File: config.mk
export PLATFORM = sky130hd
export DESIGN_NAME = bf_pass_sequencer_flat
export DESIGN_NICKNAME = d
export VERILOG_FILES = /design/src/rtl/bf_pkg.sv /design/src/rtl/bf_pass_sequencer_if.sv /design/src/rtl/bf_pass_sequencer.sv /design/src/flat_wrapper.sv
export SDC_FILE = /design/constraint.sdc
export NUM_CORES = 1
export LEC_CHECK = 0
export ABC_AREA = 1
export BUFFER_PORTS_ARGS = -buffer_cell sky130_fd_sc_hd__buf_2
export CORE_ASPECT_RATIO = 1.2
export CORE_MARGIN = 2
export CORE_UTILIZATION = 40
export DETAILED_ROUTE_END_ITERATION = 12
export HOLD_SLACK_MARGIN = 0.06
export PLACE_DENSITY = 0.66
export REMOVE_ABC_BUFFERS = 1
export SKIP_LAST_GASP = 1
export SLEW_MARGIN = 20
export SYNTH_ARGS = -nofsm -noshare
export SYNTH_HDL_FRONTEND = slang
export SYNTH_SLANG_ARGS = --single-unit
export TNS_END_PERCENT = 100
File: constraint.sdc
create_clock -name clock -period 2.9 [get_ports clock]
set_input_delay 0.145 -clock clock [delete_from_list [all_inputs] [get_ports clock]]
set_output_delay 0.145 -clock clock [all_outputs]
set_load 0.005 [all_outputs]
File: src/rtl/bf_pkg.sv
// Shared Bellman-Ford definitions: sequencer state encoding, run-header layout
// in Input Memory, and the node-id/distance widths used by the engines.
package bf_pkg;

    localparam int BF_NODE_W = 8;
    localparam int BF_DIST_W = 16;

    localparam int BF_HDR_SRC_ADDR = 0;
    localparam int BF_HDR_CNT_ADDR = 1;

    typedef enum logic [3:0] {
        ST_IDLE       = 4'd0,
        ST_HDR_SRC    = 4'd1,
        ST_HDR_CNT    = 4'd2,
        ST_INIT       = 4'd3,
        ST_INIT_WAIT  = 4'd4,
        ST_PASS       = 4'd5,
        ST_PASS_WAIT  = 4'd6,
        ST_CHECK      = 4'd7,
        ST_CHECK_WAIT = 4'd8,
        ST_DONE       = 4'd9
    } bf_seq_state_t;

endpackage

File: src/rtl/bf_pass_sequencer_if.sv
// Sequencer-to-memory/engine bundle: header read port plus init/pass handshakes.
interface bf_pass_sequencer_if #(
    parameter int AW = 13,
    parameter int DW = 8
);
    // Handshakes are pulse-based: init_start/pass_start are single-cycle requests,
    // and the engine answers with a single-cycle init_done/pass_done (pass_changed
    // qualified by pass_done) whenever it finishes; a done outside its wait state is dropped.
    logic [AW-1:0] IMAR;
    logic [DW-1:0] IMDR;
    logic [DW-1:0] src_node;
    logic [DW-1:0] num_nodes;
    logic          init_start;
    logic          init_done;
    logic          pass_start;
    logic          check_mode;
    logic          pass_done;
    logic          pass_changed;

    modport master (
        output IMAR, src_node, num_nodes, init_start, pass_start, check_mode,
        input  IMDR, init_done, pass_done, pass_changed
    );

    modport slave (
        input  IMAR, src_node, num_nodes, init_start, pass_start, check_mode,
        output IMDR, init_done, pass_done, pass_changed
    );

endinterface

File: src/rtl/bf_pass_sequencer.sv
// Bellman-Ford run scheduler: header read, init, N-1 relaxation passes, negative-cycle check.
// Optional BF_EARLY_EXIT_EN: finish as soon as a relaxation pass reports no change.
module bf_pass_sequencer
    import bf_pkg::*;
#(
    parameter int AW = 13,
    parameter int DW = 8,
    parameter int CW = 8
) (
    input  logic                  clock,
    input  logic                  reset,
    input  logic                  start,
    bf_pass_sequencer_if.master   bus,
    output logic [CW-1:0]         pass_count,
    output logic                  busy,
    output logic                  done,
    output logic                  NegCycle,
    output bf_seq_state_t         fsm_state
);

    bf_seq_state_t state, state_next;

    logic [DW-1:0] src_node_q;
    logic [DW-1:0] num_nodes_q;
    logic          neg_cycle_q;

    logic          clear_run;
    logic          count_pass;
    logic          latch_neg;
    logic          init_start_c;
    logic          pass_start_c;
    logic          check_mode_c;

    logic [CW-1:0] pass_count_inc;
    logic [CW-1:0] last_pass;

    assign pass_count_inc = pass_count + CW'(1);
    // num_nodes >= 2 whenever passes run, so N-1 never underflows here
    assign last_pass      = CW'(num_nodes_q) - CW'(1);

    always_ff @(posedge clock) begin
        if (reset) begin
            state       <= ST_IDLE;
            src_node_q  <= '0;
            num_nodes_q <= '0;
            pass_count  <= '0;
            neg_cycle_q <= 1'b0;
        end else begin
            state <= state_next;
            if (clear_run) begin
                pass_count  <= '0;
                neg_cycle_q <= 1'b0;
            end
            if (state == ST_HDR_SRC) src_node_q <= bus.IMDR;
            if (state == ST_HDR_CNT) num_nodes_q <= bus.IMDR;
            if (count_pass && (pass_count != '1)) pass_count <= pass_count_inc;
            if (latch_neg) neg_cycle_q <= bus.pass_changed;
        end
    end

    always_comb begin
        state_next   = state;
        clear_run    = 1'b0;
        count_pass   = 1'b0;
        latch_neg    = 1'b0;
        init_start_c = 1'b0;
        pass_start_c = 1'b0;
        check_mode_c = 1'b0;
        unique case (state)
            ST_IDLE, ST_DONE: begin
                if (start) begin
                    state_next = ST_HDR_SRC;
                    clear_run  = 1'b1;
                end
            end
            ST_HDR_SRC: state_next = ST_HDR_CNT;
            // A graph of zero or one node has nothing to relax
            ST_HDR_CNT: state_next = (bus.IMDR <= DW'(1)) ? ST_DONE : ST_INIT;
            ST_INIT: begin
                init_start_c = 1'b1;
                state_next   = ST_INIT_WAIT;
            end
            ST_INIT_WAIT: begin
                if (bus.init_done) state_next = ST_PASS;
            end
            ST_PASS: begin
                pass_start_c = 1'b1;
                state_next   = ST_PASS_WAIT;
            end
            ST_PASS_WAIT: begin
                if (bus.pass_done) begin
                    count_pass = 1'b1;
`ifdef BF_EARLY_EXIT_EN
                    if (!bus.pass_changed)                state_next = ST_DONE;
                    else if (pass_count_inc == last_pass) state_next = ST_CHECK;
                    else                                  state_next = ST_PASS;
`else
                    if (pass_count_inc == last_pass) state_next = ST_CHECK;
                    else                             state_next = ST_PASS;
`endif
                end
            end
            ST_CHECK: begin
                pass_start_c = 1'b1;
                check_mode_c = 1'b1;
                state_next   = ST_CHECK_WAIT;
            end
            ST_CHECK_WAIT: begin
                check_mode_c = 1'b1;
                if (bus.pass_done) begin
                    latch_neg  = 1'b1;
                    state_next = ST_DONE;
                end
            end
            default: state_next = ST_IDLE;
        endcase
    end

    assign bus.IMAR       = (state == ST_HDR_CNT) ? AW'(BF_HDR_CNT_ADDR) : AW'(BF_HDR_SRC_ADDR);
    assign bus.src_node   = src_node_q;
    assign bus.num_nodes  = num_nodes_q;
    assign bus.init_start = init_start_c;
    assign bus.pass_start = pass_start_c;
    assign bus.check_mode = check_mode_c;

    assign busy      = (state != ST_IDLE) && (state != ST_DONE);
    assign done      = (state == ST_DONE);
    assign NegCycle  = neg_cycle_q;
    assign fsm_state = state;

endmodule

File: src/flat_wrapper.sv
// flat-port wrapper written by rule: the top's interface ports become plain ports
module bf_pass_sequencer_flat import bf_pkg::*;
#(
    parameter int AW = 13,
    parameter int DW = 8,
    parameter int CW = 8
)
  (clock, reset, start, pass_count, busy, done, NegCycle, fsm_state, bus_IMAR, bus_src_node, bus_num_nodes, bus_init_start, bus_pass_start, bus_check_mode, bus_IMDR, bus_init_done, bus_pass_done, bus_pass_changed);
  bf_pass_sequencer_if #(.AW(AW), .DW(DW)) bus_i ();
  input  logic clock;
  input  logic reset;
  input  logic start;
  output logic [CW-1:0] pass_count;
  output logic busy;
  output logic done;
  output logic NegCycle;
  output bf_seq_state_t fsm_state;
  output wire logic [$bits(bus_i.IMAR)-1:0] bus_IMAR;
  output wire logic [$bits(bus_i.src_node)-1:0] bus_src_node;
  output wire logic [$bits(bus_i.num_nodes)-1:0] bus_num_nodes;
  output wire logic [$bits(bus_i.init_start)-1:0] bus_init_start;
  output wire logic [$bits(bus_i.pass_start)-1:0] bus_pass_start;
  output wire logic [$bits(bus_i.check_mode)-1:0] bus_check_mode;
  input wire logic [$bits(bus_i.IMDR)-1:0] bus_IMDR;
  input wire logic [$bits(bus_i.init_done)-1:0] bus_init_done;
  input wire logic [$bits(bus_i.pass_done)-1:0] bus_pass_done;
  input wire logic [$bits(bus_i.pass_changed)-1:0] bus_pass_changed;
  assign bus_IMAR = bus_i.IMAR;
  assign bus_src_node = bus_i.src_node;
  assign bus_num_nodes = bus_i.num_nodes;
  assign bus_init_start = bus_i.init_start;
  assign bus_pass_start = bus_i.pass_start;
  assign bus_check_mode = bus_i.check_mode;
  assign bus_i.IMDR = bus_IMDR;
  assign bus_i.init_done = bus_init_done;
  assign bus_i.pass_done = bus_pass_done;
  assign bus_i.pass_changed = bus_pass_changed;
  bf_pass_sequencer #(.AW(AW), .DW(DW), .CW(CW)) u_core (.clock(clock), .reset(reset), .start(start), .bus(bus_i), .pass_count(pass_count), .busy(busy), .done(done), .NegCycle(NegCycle), .fsm_state(fsm_state));
endmodule
==> results of run 1 <==
registers in the layout, summed over array words and instances (netlist names):
register              count
u_core.pass_count         8
u_core.bus.num_nodes      8
u_core.bus.src_node       8
u_core.fsm_state          4
u_core.NegCycle           1
cell usage after synthesis, types with 4 or more instances:
master,n
nand2_1,78
nor2_1,47
dfxtp_1,29
inv_1,29
o21ai_0,21
a21oi_1,19
nand3_1,13
buf_4,12
nand2_2,6
nor2_2,4
power by group:
part	leakage [nW]	internal, W	switching (W)
clock	0.0542	0.000214	0.000159
combinational	0.847	0.000128	0.000199
sequential	0.236	0.000433	0.0000321
total	1.14	0.000775	0.000389
per-layer routing:
metal  track usage, %  share of wire [%]  vias to the layer above
met3            4.585                5.9                        9
met2            30.10                 46                       60
met5                0                  0                        -
met4            6.250                1.8                        0
li1                 -                  -                      998
met1            22.77                 46                      851
cell type report:
cell class                      instances  area [µm²]
Fill cell                             472        2142
Multi-Input combinational cell        225        1064
Sequential cell                        29       580.6
Timing Repair Buffer                   49       247.7
Inverter                               32       121.4
Clock buffer                            7       96.34
Tap cell                               56       70.07
Clock inverter                          1       5.005
metrics by stage:
step                      hold slack (ns)  util, %
after floorplan                    0.2074        -
after global placement             0.4005    48.15
after detailed placement           0.4021    48.15
after CTS                          0.1061    50.49
after global routing               0.1317    50.49
final                              0.1135    50.49
cells by family after synthesis:
kind of cell    Yosys count  share of synthesized area [%]
other cells               1                         0.2053
buf+inv                  47                          12.26
xor+xnor                  4                          1.918
flops                    29                          31.78
compound gates           47                          14.45
fa+ha+maj                 2                          1.370
simple gates            160                          38.01
worst max-delay path, stage by stage, from the launching register on:
cell and delay, ns:
dfxtp_1 0.47, ha_1 0.23, nand2_1 0.13, nor2_4 0.13, nand3_1 0.12, nor2_1 0.12, nor2_1 0.05, nand2_2 0.06
inv_1 0.13, o21ai_0 0.17, a21oi_1 0.05
worst max-delay path by stage:
stage / startpoint / end / slack, ns / cells after the start
final: u_core.pass_count[0]$_SDFFE_PP0P_ / u_core.pass_count[0]$_SDFFE_PP0P_ / 1.10 / 10
after floorplan: u_core.pass_count[0]$_SDFFE_PP0P_ / u_core.pass_count[0]$_SDFFE_PP0P_ / 1.33 / 10
after global placement: u_core.pass_count[0]$_SDFFE_PP0P_ / u_core.pass_count[0]$_SDFFE_PP0P_ / 1.19 / 10
after detailed placement: u_core.pass_count[0]$_SDFFE_PP0P_ / u_core.pass_count[0]$_SDFFE_PP0P_ / 1.12 / 10
after CTS: u_core.pass_count[0]$_SDFFE_PP0P_ / u_core.pass_count[0]$_SDFFE_PP0P_ / 1.12 / 10
after global routing: u_core.bus.num_nodes[0]$_SDFFE_PP0P_ / u_core.fsm_state[1]$_SDFFE_PP0P_ / 0.92 / 14
==> run metrics, run 1 <==
status=complete, no violations; H-Tree Level Count=2; Rows=26; Crit Path Max Fanout=8; final hold viol count=0; first-pass GRT wire length=around 7.4 mm; initial DRC count=between 70 and 80; post-synth cell types=32; Worst Path Required=3.06 ns; clock period minus worst slack=~1.8 ns; post-DP HPWL=about 3.4 mm; R2R setup slack=between 1 and 1.5 ns; Clock Path Buffers=2; Inst Count DP=about 390; dpl ws=between 1 and 1.5 ns; type of the worst min-delay path=primary input to flip-flop; Worst-Skew Late Latency=0.28 ns; Die Ht=78.03 µm; Placer Congestion=around 0.85; Die W=65.69 µm; commonest non-fill, non-tap cell in the layout=nand2_1; critical path capture point type=flip-flop; CP Class=flip-flop to flip-flop; worst setup margin=between 1 and 1.5 ns; Setup violations, final=0; drt pass-1 iters=4; Final #Nets=about 360; # DRC=0; Hold Crit Start=bus_pass_changed; synthesized area per cell=roughly 6.3 µm²; post_cts resized=0; Hold Path Depth=3; initial core utilization=42.22%; Post-Syn Area=around 1800 µm²; most frequent cells in the layout=nand2_1, buf_2, nor2_1; vias per cell=4.807; R2R Path End=u_core.pass_count[0]$_SDFFE_PP0P_; Clock Pin Slew Worst Setup and Hold Paths=approximately 0.06 ns; final instance area=about 2200 µm²; max-slew violation count=0; vias in the first global route=~1,700; Total GRT Usage=18.22%; Die ar.=about 5000 µm²; WHS Endpoint=u_core.NegCycle$_SDFFE_PP0P_; Warnings, synthesis=0; CTS tree=built; synth top area cells=dfxtp_1, nand2_1, nor2_1; initial antenna violation count=0; post-synthesis sequential element count=29; final WL=about 4.4 mm; final worst-path cycle share=about three fifths; skew final=between 0.004 and 0.005 ns; max-cap viol count=0; largest net degree at the start of global routing=19; Top-Level Pins=61; CORE AREA=between 4000 and 5000 µm²; sequential share of the synthesized area=31.78%; asr flop ratio synth=0%; CTS Hold Bufs=0; Peak Freq=0.5569 GHz; CTS root buf=clkbuf_8; Area after DPL=approximately 2100 µm²; R2R Path Start=u_core.pass_count[0]$_SDFFE_PP0P_; share of layout cells above drive strength 1=between 20 and 25%; Overflow after GRT=0; Mapped Cells=290; routed wire length per instance=about 11 µm; TNS Setup=0 ns; Synth area leader=dfxtp_1; pwr dens=~530 nW/µm²; Setup crit start kind=flip-flop; Synth Flop Type=dfxtp_1; fin cells=around 400; worst vdd ir=around 0.33 mV; postcts setup bufs=0; cts bufs inserted=5; Final Power=roughly 0.0012 W; RSZ-0062 raised after global routing=false; routed vias=1,918; Crit path arrival time=1.96 ns; Reg2Reg Depth=10; Final ANT Viol Nets=0; EDFF count, synth=0; synth-to-layout area growth=19.59%; port bufs=48; clock net sink count=29; area share of the largest cell type after synthesis=between 30% and 40%; Pleak=between 1 and 1.5 nW; antenna cells=0
(Power assumes the default switching activity.)
==> run 2: changes to the inputs <==
--- a/config.mk
+++ b/config.mk
@@ -5,14 +5,14 @@
 export SDC_FILE = /design/constraint.sdc
 export NUM_CORES = 1
 export LEC_CHECK = 0
-export ABC_AREA = 1
+export ABC_AREA = 0
 export BUFFER_PORTS_ARGS = -buffer_cell sky130_fd_sc_hd__buf_2
 export CORE_ASPECT_RATIO = 1.2
 export CORE_MARGIN = 2
 export CORE_UTILIZATION = 40
 export DETAILED_ROUTE_END_ITERATION = 12
 export HOLD_SLACK_MARGIN = 0.06
-export PLACE_DENSITY = 0.66
+export PLACE_DENSITY = 0.69
 export REMOVE_ABC_BUFFERS = 1
 export SKIP_LAST_GASP = 1
 export SLEW_MARGIN = 20
==> constraint.sdc (replaced) <==
create_clock -name clock -period 1.6 [get_ports clock]
set_input_delay 0.08 -clock clock [delete_from_list [all_inputs] [get_ports clock]]
set_output_delay 0.08 -clock clock [all_outputs]
set_load 0.005 [all_outputs]
==> run 2 against run 1 <==
Compared with the run above: fmax up 19%; sequential power up 110%; global-route usage about the same; clock skew down 0.0022 ns; count of clock-buffer cells in the layout down 2; synthesized cell count down 24%; flip-flop and latch count unchanged; wire length up 4.7%.
==> run metrics, run 2 <==
Final ANT Viol Nets=0 (unchanged); final hold viol count=0 (unchanged); flip-flop and latch area=588.1 µm² (was 580.6 µm²); Rows=26 (unchanged); R2R Path Start=u_core.pass_count[0]$_SDFFE_PP0P_ (unchanged); Die W=64.22 µm (was 65.69 µm); initial core utilization=41.15% (was 42.22%); worst path cell trace=ha_4, nand2_1, o311ai_4, buf_4, a31oi_4, o21ai_1, a21oi_1 (was ha_1, nand2_1, nor2_4, nand3_1, nor2_1, nor2_1, nand2_2, inv_1, o21ai_0, a21oi_1); status=complete, no violations (unchanged); final WL=4.589 mm (was 4.385 mm); Clock Path Buffers=2 (unchanged); top-count cell post-synth=nand2_1 (unchanged); share of layout cells above drive strength 1=37.29% (was 22.74%); post-synth cell types=47 (was 32); max-slew violation count=0 (unchanged); Synth Flop Type=dfxtp_1 (unchanged); Total GRT Usage=18.23% (was 18.22%); Die ar.=4897 µm² (was 5126 µm²); pwr dens=1313 nW/µm² (was 533.0 nW/µm²); max-cap viol count=0 (unchanged); dpl ws=0.02292 ns (was 1.119 ns); xor/xnor share of the synthesized area=11.65% (was 1.918%); fin cells=359 (was 399); port bufs=48 (unchanged); synth-to-layout area growth=41.34% (was 19.59%); Mapped Cells=220 (was 290); final worst-path cycle share=94.03% (was 61.92%); Pleak=1.093 nW (was 1.138 nW); most frequent cells in the layout=buf_2, nand2_1, buf_4 (was nand2_1, buf_2, nor2_1); initial antenna violation count=0 (unchanged); synthesized-area fraction occupied by adder cells=1.438% (was 1.370%); Placer Congestion=0.8387 (was 0.8481); # DRC=0 (unchanged); asr flop ratio synth=0% (unchanged); vias in the first global route=1,588 (was 1,693); Top-Level Pins=61 (unchanged); Sw Ratio=38.48% (was 33.45%); Area after DPL=2152 µm² (was 2083 µm²); Peak Freq=0.6647 GHz (was 0.5569 GHz); EDFF count, synth=0 (unchanged); Overflow after GRT=0 (unchanged); Final #Nets=318 (was 358); Clk pwr share=19.2% (was 32.0%); vias per cell=4.900 (was 4.807); routed wire length per instance=12.78 µm (was 10.99 µm); Setup violations, final=0 (unchanged); CP Class=flip-flop to flip-flop (unchanged); Clock Pin Slew Worst Setup and Hold Paths=0.07 ns (was 0.06 ns); area share of the largest cell type after synthesis=33.36% (was 31.78%); Final Util=58.17% (was 50.49%); Reg2Reg Depth=7 (was 10); critical path capture point type=flip-flop (unchanged); synthesized area per cell=7.911 µm² (was 6.299 µm²); post-synthesis sequential element count=29 (unchanged); simple-gate share of the synthesized area=26.89% (was 38.01%); Synth Area in Compound Gates=15.31% (was 14.45%); Warnings, synthesis=0 (unchanged); drt pass-1 iters=4 (unchanged); clock net sink count=29 (unchanged); Hold Crit Start=bus_pass_done (was bus_pass_changed); largest net degree at the start of global routing=17 (was 19); first-pass GRT wire length=7.107 mm (was 7.410 mm); synth top area cells=dfxtp_1, nand2_1, a21oi_1 (was dfxtp_1, nand2_1, nor2_1); mux cell area share after synthesis=1.222% (was 0%); CTS tree=built (unchanged); sequential share of the synthesized area=33.36% (was 31.78%); final instance area=2460 µm² (was 2185 µm²); Die Ht=76.26 µm (was 78.03 µm); WHS Endpoint=u_core.NegCycle$_SDFFE_PP0P_ (unchanged); layout filler cell count=386 (was 472); post-DP HPWL=3.258 mm (was 3.387 mm); Synth area leader=dfxtp_1 (unchanged); Setup crit start kind=flip-flop (unchanged); Worst Path Required=1.77 ns (was 3.06 ns); commonest non-fill, non-tap cell in the layout=buf_2 (was nand2_1); R2R setup slack=0.1 ns (was 1.10 ns); Post-Syn Area=1740 µm² (was 1827 µm²); H-Tree Level Count=2 (unchanged); Critical-path top delay cell=dfxtp_2 (was dfxtp_1); Comb power frac=50.8% (was 28.0%); slowest stage delay, CP=0.35 ns (was 0.47 ns); Crit path arrival time=1.67 ns (was 1.96 ns); cts bufs inserted=5 (unchanged); routed vias=1,759 (was 1,918); sequential share of power=29.9% (was 40.0%); type of the worst min-delay path=primary input to flip-flop (unchanged); postcts setup bufs=0 (unchanged); Worst-Skew Late Latency=0.29 ns (was 0.28 ns); worst vdd ir=0.7416 mV (was 0.3254 mV); antenna cells=0 (unchanged); Inst Count DP=341 (was 391); Hold Path Depth=3 (unchanged); Internal Power=0.001987 W (was 0.0007749 W); multi-input combinational cell area=1132 µm² (was 1064 µm²); CORE AREA=4229 µm² (was 4327 µm²); worst setup margin=0.09549 ns (was 1.104 ns); CTS root buf=clkbuf_8 (unchanged); largest family of logic cells by synthesized area=simple AND/OR/NAND/NOR gates (unchanged); clock period minus worst slack=1.505 ns (was 1.796 ns); switching pwr=0.001243 W (was 0.0003895 W); skew final=0.001964 ns (was 0.004180 ns); top cells by count, synth=nand2_1, dfxtp_1, a21oi_1 (was nand2_1, nor2_1, dfxtp_1, inv_1, o21ai_0); initial DRC count=93 (was 79); Crit Path Max Fanout=5 (was 8); R2R Path End=u_core.pass_count[7]$_SDFFE_PP0P_ (was u_core.pass_count[0]$_SDFFE_PP0P_)
## run 2: changes by cell type in the layout (fill, tap and decap cells not counted), sizes merged, moves of 4 or more
| cell | before | now |
|---|---|---|
| a21oi | 20 | 25 |
| a31oi | 0 | 4 |
| buf | 49 | 77 |
| dlygate4sd3 | 0 | 9 |
| inv | 31 | 6 |
| nand2 | 86 | 42 |
| nor2 | 53 | 12 |
| nor3 | 2 | 7 |
| o21ai | 21 | 5 |
| or3 | 0 | 4 |
| xnor2 | 2 | 12 |
| xor2 | 2 | 6 |
## run 2: critical path, delay by kind of cell (launching register included)
kind | cells | cell delay [ns]
AO/OA/AOI/OAI | 4 | 0.57
adder cells (fa/ha/maj) | 1 | 0.14
buffers and inverters | 1 | 0.22
flip-flops | 1 | 0.35
AND/OR/NAND/NOR | 1 | 0.09
## run 2: final cells by class
cell class / instances / area share, %
Inverter: 6 / 0.9156
Clock inverter: 3 / 0.9156
Clock buffer: 5 / 2.798
Sequential cell: 29 / 23.91
Tap cell: 56 / 2.848
Multi-Input combinational cell: 174 / 46.03
Timing Repair Buffer: 86 / 22.58
## run 2: worst max-delay path by stage
stage,start,end,slack (ns),depth (start not counted)
3_5_place_dp,u_core.pass_count[0]$_SDFFE_PP0P_,u_core.fsm_state[1]$_SDFFE_PP0P_,0.02,7
6_report,u_core.pass_count[0]$_SDFFE_PP0P_,u_core.pass_count[7]$_SDFFE_PP0P_,0.1,7
3_3_place_gp,u_core.pass_count[0]$_SDFFE_PP0P_,u_core.fsm_state[1]$_SDFFE_PP0P_,0.05,7
5_1_grt,u_core.bus.num_nodes[1]$_SDFFE_PP0P_,u_core.fsm_state[1]$_SDFFE_PP0P_,-0.008,7
2_1_floorplan,u_core.pass_count[0]$_SDFFE_PP0P_,u_core.pass_count[5]$_SDFFE_PP0P_,-0.38,6
4_1_cts,u_core.bus.num_nodes[0]$_SDFFE_PP0P_,u_core.fsm_state[1]$_SDFFE_PP0P_,0.005,7
## run 2: power groups by stage
stage | Clock (W) | Combinational [W] | Sequential [W]
after global placement | 0 | 0.00154 | 0.000969
after detailed placement | 0 | 0.00154 | 0.000974
after global routing | 0.000655 | 0.00181 | 0.000985
final | 0.000621 | 0.00164 | 0.000967
after CTS | 0.000630 | 0.00157 | 0.000959
after floorplan | 0 | 0.000829 | 0.00106
## run 2: through the flow
| step | TNS [ns] | hold slack (ns) | total power [W] |
|---|---|---|---|
| 2_1_floorplan | -2.067 | 0.1491 | 0.001886 |
| 3_3_place_gp | 0 | 0.3449 | 0.002505 |
| 3_5_place_dp | 0 | 0.3492 | 0.002517 |
| 4_1_cts | 0 | 0.09957 | 0.003163 |
| 5_1_grt | -0.008185 | 0.1313 | 0.003452 |
| 6_report | 0 | 0.1193 | 0.003230 |
## run 2: timing repair
action,CTS,global route
resized for setup,1,25
setup endpoints to repair,1,8
hold buffers,9,0
endpoints found under the hold margin,15,0
gates cloned,0,1
pin swaps,0,7
## run 2: layer usage
layer	wire length (µm)	GRT usage, %	share of wire (%)
met1	1924	21.78	42
met2	2364	31.56	52
met3	220	4.727	4.8
met4	80	5.745	1.7
met5	0	0	0
## run 2: cell families after synthesis
group	after synthesis
AOI/OAI and AO/OA	43
muxes	2
DFF	29
other	1
xor gates and xnor gates	20
buffers and inverters	28
and+or+nand+nor	95
adders and majority gates	2
